$ cat config.mk
export PLATFORM = sky130hd
export DESIGN_NAME = ramtest_sequencer
export DESIGN_NICKNAME = d
export VERILOG_FILES = /design/src/rtl/ramtest_pkg.sv /design/src/rtl/sat_counter16.sv /design/src/rtl/ramtest_sequencer.sv
export SDC_FILE = /design/constraint.sdc
export NUM_CORES = 1
export LEC_CHECK = 0
export ABC_AREA = 1
export CORE_UTILIZATION = 38
export DETAILED_ROUTE_END_ITERATION = 16
export GPL_TIMING_DRIVEN = 0
export PLACE_DENSITY = 0.65
export RECOVER_POWER = 100
export SLEW_MARGIN = 20
export SYNTH_ARGS = -nofsm -noshare
export SYNTH_HDL_FRONTEND = slang
export SYNTH_SLANG_ARGS = --single-unit
$ cat constraint.sdc
create_clock -name clk -period 3.55 [get_ports clk]
set_clock_uncertainty 0.2 [all_clocks]
set_input_delay 0.5325 -clock clk [delete_from_list [all_inputs] [get_ports clk]]
set_output_delay 0.5325 -clock clk [all_outputs]
set_load 0.01 [all_outputs]
$ cat src/rtl/ramtest_pkg.sv
// Shared state encoding, widths and parameter defaults for the RAM tester sequencer.
package ramtest_pkg;

    typedef enum logic [3:0] {
        S_IDLE      = 4'd0,
        S_WAIT_HALT = 4'd1,
        S_PULSE_F   = 4'd2,
        S_START_F   = 4'd3,
        S_RUN_F     = 4'd4,
        S_PULSE_S   = 4'd5,
        S_START_S   = 4'd6,
        S_RUN_S     = 4'd7,
        S_REPORT    = 4'd8
    } state_t;

    localparam int unsigned PULSE_LEN_DEF = 8;
    localparam int unsigned TIMEOUT_DEF   = 32'd268435456;
    localparam int unsigned CNT_W         = 16;
    localparam int unsigned TIMER_W       = 32;
    localparam int unsigned PULSE_W       = 8;

    // Phases guarded by the timeout timer.
    function automatic logic is_timed(input state_t s);
        return (s == S_START_F) || (s == S_RUN_F) || (s == S_START_S) || (s == S_RUN_S);
    endfunction

    function automatic logic is_pulse(input state_t s);
        return (s == S_PULSE_F) || (s == S_PULSE_S);
    endfunction

endpackage

$ cat src/rtl/sat_counter16.sv
// 16-bit event counter that sticks at all-ones instead of wrapping.
module sat_counter16
    import ramtest_pkg::*;
(
    input  logic             clk,
    input  logic             rst,
    input  logic             en,
    output logic [CNT_W-1:0] count
);

    always_ff @(posedge clk or posedge rst) begin
        if (rst) begin
            count <= '0;
        end else if (en && (count != {CNT_W{1'b1}})) begin
            count <= count + CNT_W'(1);
        end
    end

endmodule

$ cat src/rtl/ramtest_sequencer.sv
// Drives a RAM tester through a fast pass then a slow pass, with timeout,
// bus-hold and abort handling, and keeps pass/fail statistics.
module ramtest_sequencer
    import ramtest_pkg::*;
#(
    parameter int unsigned PULSE_LEN = PULSE_LEN_DEF,
    parameter int unsigned TIMEOUT   = TIMEOUT_DEF
) (
    input  logic        clk,
    input  logic        rst,
    input  logic        start,
    input  logic        loop_en,
    input  logic        abort,
    input  logic        pause,
    input  logic        test_in_progress,
    input  logic        test_result,
    output logic        hold,
    output logic        rstf,
    output logic        rsts,
    output logic        busy,
    output logic        fast_ok,
    output logic        slow_ok,
    output logic        timeout,
    output logic [15:0] pass_count,
    output logic [15:0] fail_count
);

    state_t               state;
    state_t               state_next;
    logic [PULSE_W-1:0]   pulse_cnt;
    logic [TIMER_W-1:0]   phase_timer;
    logic                 abort_pend;

    logic pulse_done_c;
    logic phase_done_c;
    logic timer_exp_c;
    logic start_ok_c;
    logic fast_ld_c;
    logic slow_ld_c;
    logic tmo_fire_c;
    logic pass_inc_c;
    logic fail_inc_c;

    // START_* waits for the tester to go busy, RUN_* waits for it to finish.
    assign pulse_done_c = !pause && (pulse_cnt == PULSE_W'(PULSE_LEN - 1));
    assign phase_done_c = ((state == S_START_F) || (state == S_START_S)) ? test_in_progress
                                                                          : !test_in_progress;
    assign timer_exp_c  = (phase_timer >= TIMER_W'(TIMEOUT - 1));

    always_ff @(posedge clk or posedge rst) begin
        if (rst) begin
            state <= S_IDLE;
        end else begin
            state <= state_next;
        end
    end

    always_comb begin
        state_next = state;
        case (state)
            S_IDLE: begin
                if (start && !abort) state_next = S_WAIT_HALT;
            end
            S_WAIT_HALT: begin
                if (abort)                  state_next = S_IDLE;
                else if (!test_in_progress) state_next = S_PULSE_F;
            end
            S_PULSE_F: begin
                if (pulse_done_c) state_next = (abort || abort_pend) ? S_IDLE : S_START_F;
            end
            S_PULSE_S: begin
                if (pulse_done_c) state_next = (abort || abort_pend) ? S_IDLE : S_START_S;
            end
            S_START_F, S_RUN_F, S_START_S, S_RUN_S: begin
                if (abort) begin
                    state_next = S_IDLE;
                end else if (!pause && phase_done_c) begin
                    case (state)
                        S_START_F: state_next = S_RUN_F;
                        S_RUN_F:   state_next = S_PULSE_S;
                        S_START_S: state_next = S_RUN_S;
                        default:   state_next = S_REPORT;
                    endcase
                end else if (!pause && timer_exp_c) begin
                    state_next = S_IDLE;
                end
            end
            S_REPORT: begin
                state_next = (loop_en && !abort) ? S_WAIT_HALT : S_IDLE;
            end
            default: state_next = S_IDLE;
        endcase
    end

    always_comb begin
        start_ok_c = 1'b0;
        fast_ld_c  = 1'b0;
        slow_ld_c  = 1'b0;
        tmo_fire_c = 1'b0;
        pass_inc_c = 1'b0;
        fail_inc_c = 1'b0;
        case (state)
            S_IDLE:   start_ok_c = start && !abort;
            S_RUN_F:  fast_ld_c  = !abort && !pause && phase_done_c;
            S_RUN_S:  slow_ld_c  = !abort && !pause && phase_done_c;
            S_REPORT: begin
                pass_inc_c = fast_ok && slow_ok;
                fail_inc_c = !(fast_ok && slow_ok);
            end
            default: ;
        endcase
        if (is_timed(state) && !abort && !pause && !phase_done_c && timer_exp_c) begin
            tmo_fire_c = 1'b1;
            fail_inc_c = 1'b1;
        end
    end

    // Registered outputs and phase bookkeeping; pulses follow the next state so rstf/rsts align with PULSE_*.
    always_ff @(posedge clk or posedge rst) begin
        if (rst) begin
            hold        <= 1'b0;
            rstf        <= 1'b0;
            rsts        <= 1'b0;
            busy        <= 1'b0;
            fast_ok     <= 1'b0;
            slow_ok     <= 1'b0;
            timeout     <= 1'b0;
            pulse_cnt   <= '0;
            phase_timer <= '0;
            abort_pend  <= 1'b0;
        end else begin
            hold <= pause;
            rstf <= (state_next == S_PULSE_F);
            rsts <= (state_next == S_PULSE_S);
            busy <= (state_next != S_IDLE);

            if (state_next != state) begin
                pulse_cnt   <= '0;
                phase_timer <= '0;
            end else if (!pause) begin
                if (is_pulse(state)) pulse_cnt   <= pulse_cnt + PULSE_W'(1);
                if (is_timed(state)) phase_timer <= phase_timer + TIMER_W'(1);
            end

            if (state_next != state)            abort_pend <= 1'b0;
            else if (is_pulse(state) && abort) abort_pend <= 1'b1;

            if (fast_ld_c) fast_ok <= test_result;
            if (slow_ld_c) slow_ok <= test_result;

            if (tmo_fire_c) begin
                timeout <= 1'b1;
                fast_ok <= 1'b0;
                slow_ok <= 1'b0;
            end else if (start_ok_c) begin
                timeout <= 1'b0;
            end
        end
    end

    sat_counter16 u_pass_cnt (
        .clk   (clk),
        .rst   (rst),
        .en    (pass_inc_c),
        .count (pass_count)
    );

    sat_counter16 u_fail_cnt (
        .clk   (clk),
        .rst   (rst),
        .en    (fail_inc_c),
        .count (fail_count)
    );

endmodule

==> impl_metrics.env <==
export IMPL_power_density_mw_per_mm2=365
export IMPL_cts_hold_buffers=0
export IMPL_drive_above_1_share=0.0655
export IMPL_synthMuxAreaShare=0
export IMPL_die_area_sq_mm=0.0130
export IMPL_synthAdderAreaFrac=0.0105
export IMPL_hold_viol_final=0
export IMPL_synth_nets=590
export IMPL_synth_cell_types=33
export IMPL_cts_htree_levels=3
export IMPL_dpl_cell_area_sq_mm=0.00545
export IMPL_end_kind="flop"
export IMPL_cts_tree="yes"
export IMPL_yosysWarnings=0
export IMPL_detail_route_antenna_nets=0
export IMPL_start_util=0.392
export IMPL_drv_cap=1
export IMPL_cts_root_buffer="clkbuf_16"
export IMPL_port_buffers=46
export IMPL_cts_resized=0
export IMPL_grt_max_degree=50
export IMPL_path_clk_slew_ns=0.06
export IMPL_synth_top_family_by_area="simple AND/OR/NAND/NOR gates"
export IMPL_via_per_inst=4.79
export IMPL_dp_slack_ns=0.547
export IMPL_synth_async_reset_ratio=1.00
export IMPL_p_leak_nw=2.66
export IMPL_crit_required_ns=3.62
export IMPL_violations="capacitance limit, slew limit"
export IMPL_nNetsFinal=648
export IMPL_crit_type="reg -> reg"
export IMPL_tightestPinTransition_ns=1.67
export IMPL_fin_crit_ns=2.95
export IMPL_grt_pass1_wl_um=17300
export IMPL_grt_ovfl_total=0
export IMPL_wl_per_cell_um=12.0
export IMPL_ys_flop_type="dfrtp_1"
export IMPL_peakVddDrop_uv=261
export IMPL_drt_wl_total_um=9740
export IMPL_drt_iter0_drc=282
export IMPL_syn_area_sq_mm=0.00475
export IMPL_gp_congestion=0.891
export IMPL_cts_buffers=9
export IMPL_instances_no_fill=809
export IMPL_rsz0062_at_grt="no"
export IMPL_die_w_um=114
export IMPL_syn_inst=578
export IMPL_finish_utilization=0.462
export IMPL_cts_buffer_depth=2
export IMPL_synth_compound_area_share=0.0266
export IMPL_grt_pass1_vias=3772
export IMPL_max_slew_margin_rel=-0.117
export IMPL_num_vias=3878
export IMPL_grt_total_usage=0.167
export IMPL_final_max_slew_violation_count=36
export IMPL_min_path_type="reg -> reg"
export IMPL_fmax_mhz=338
export IMPL_dr_pass1_iters=4
export IMPL_synth_edff_count=0
export IMPL_die_y_um=114
export IMPL_synth_xor_area_frac=0.105
export IMPL_yosys_area_share_simple=0.338
export IMPL_ios=47
export IMPL_dp_cells=793
export IMPL_finalSetupViolCount=0
export IMPL_synth_seq_area_share=0.443
export IMPL_status="finished with violations"
export IMPL_antennaDiodeCount=0
export IMPL_num_rows=40
export IMPL_syn_area_per_cell_sq_um=8.22
export IMPL_drc=0
export IMPL_design_area_sq_mm=0.00560
export IMPL_fin_crit_sh=0.832
export IMPL_cts_sinks=84
export IMPL_mostFrequentLayoutCells="nand2_1 (126), nor2_1 (85), dfrtp_1 (84)"
export IMPL_clk_latency_ns=0.35
export IMPL_start_kind="flop"
export IMPL_core_area_sq_mm=0.0121
export IMPL_antenna_found_initial=0
export IMPL_ys_seq_elements=84
export IMPL_area_delta_synth_final_pct=17.8
export IMPL_worstPathArrival_ns=3.03
export IMPL_dp_hpwl_um=7210
export IMPL_fin_ws_ns=0.595
export IMPL_final_common_cell="nand2_1"
export IMPL_critPathMaxFanout=7
export IMPL_postCtsSetupBuffers=0
[worst max-delay path, cell delays in order (launching register included)]
cell,delay [ns]
dfrtp_1,0.47
inv_1,0.24
nand2_1,0.13
nor4_1,0.31
nand2_1,0.22
nor3_1,0.59
nand3_1,0.27
nor3b_1,0.29
xor2_1,0.16
[per-stage QoR]
stage	TNS [ns]	hold slack, ns	power, mW
global route	0	0.304	2.13
finish	0	0.290	2.04
floorplan	0	0.273	1.11
global placement	-57.80	0.280	1.16
detailed placement	0	0.288	1.17
CTS	0	0.296	2.10
[power by group]
| part | internal [mW] | switching, mW |
|---|---|---|
| clock network | 0.533 | 0.390 |
| logic | 0.0519 | 0.0981 |
| registers | 0.964 | 0.00705 |
| total | 1.55 | 0.495 |
[layout make-up]
type	instances	area, sq um
Tap cell	168	210
Timing Repair Buffer	47	488
Buffer	8	66.3
Sequential cell	84	2100
Clock inverter	4	32.5
Multi-Input combinational cell	406	2130
Clock buffer	12	267
Fill cell	1217	6520
Inverter	80	302
[final timing paths]
path                                startpoint  slack, ns  cells past startpoint                   end
min reg2reg                u_pass_cnt.count[2]       0.29                      1   u_pass_cnt.count[2]
min                        u_pass_cnt.count[2]       0.29                      1   u_pass_cnt.count[2]
max reg2reg                           state[0]       0.60                      8  u_pass_cnt.count[15]
max                                   state[0]       0.60                      8  u_pass_cnt.count[15]
max in group asynchronous                  rst       1.45                      3          pulse_cnt[1]
min in group asynchronous                  rst       0.86                      2   u_pass_cnt.count[6]
[sequential cells by signal, summed over array words and instances (netlist names), 4 cells and up]
name,count
pulse_cnt,8
phase_timer,32
u_fail_cnt.count,16
u_pass_cnt.count,16
state,4
[Yosys cell counts, types with 2 or more instances]
library cell | count | area, sq um
o21ai_0 | 13 | 65.1
nor3_4 | 2 | 32.5
nand2_1 | 121 | 454
nor2_2 | 25 | 156
xnor2_1 | 12 | 105
nor2_4 | 13 | 146
nor4_1 | 11 | 68.8
nand2_2 | 6 | 37.5
nor3b_1 | 2 | 15.0
xor2_1 | 45 | 394
ha_1 | 4 | 50.1
inv_1 | 72 | 270
dfrtp_1 | 84 | 2100
nor3_1 | 18 | 90.1
nand4_1 | 23 | 144
buf_2 | 2 | 10.0
clkinv_1 | 2 | 7.51
buf_4 | 2 | 15.0
nand3_2 | 4 | 40.0
nor2_1 | 56 | 210
inv_2 | 6 | 22.5
buf_6 | 2 | 22.5
nand3_1 | 36 | 180
a21oi_1 | 8 | 40.0
[per-layer routing]
metal | global-route usage | part of all wire | up-vias
met5 | 0 | 0 | -
met4 | 0.0407 | 0.010 | 0
li1 | - | - | 1955
met2 | 0.278 | 0.47 | 71
met1 | 0.210 | 0.47 | 1843
met3 | 0.0547 | 0.048 | 9
[logic make-up (layout without fill, tap and decap cells)]
family | count (synthesis) | in the layout
xor+xnor | 57 | 57
simple gates | 321 | 321
fa+ha+maj | 4 | 4
buf+inv | 88 | 151
flops | 84 | 84
compound gates | 24 | 24
Power figures use the tool's default switching activity.
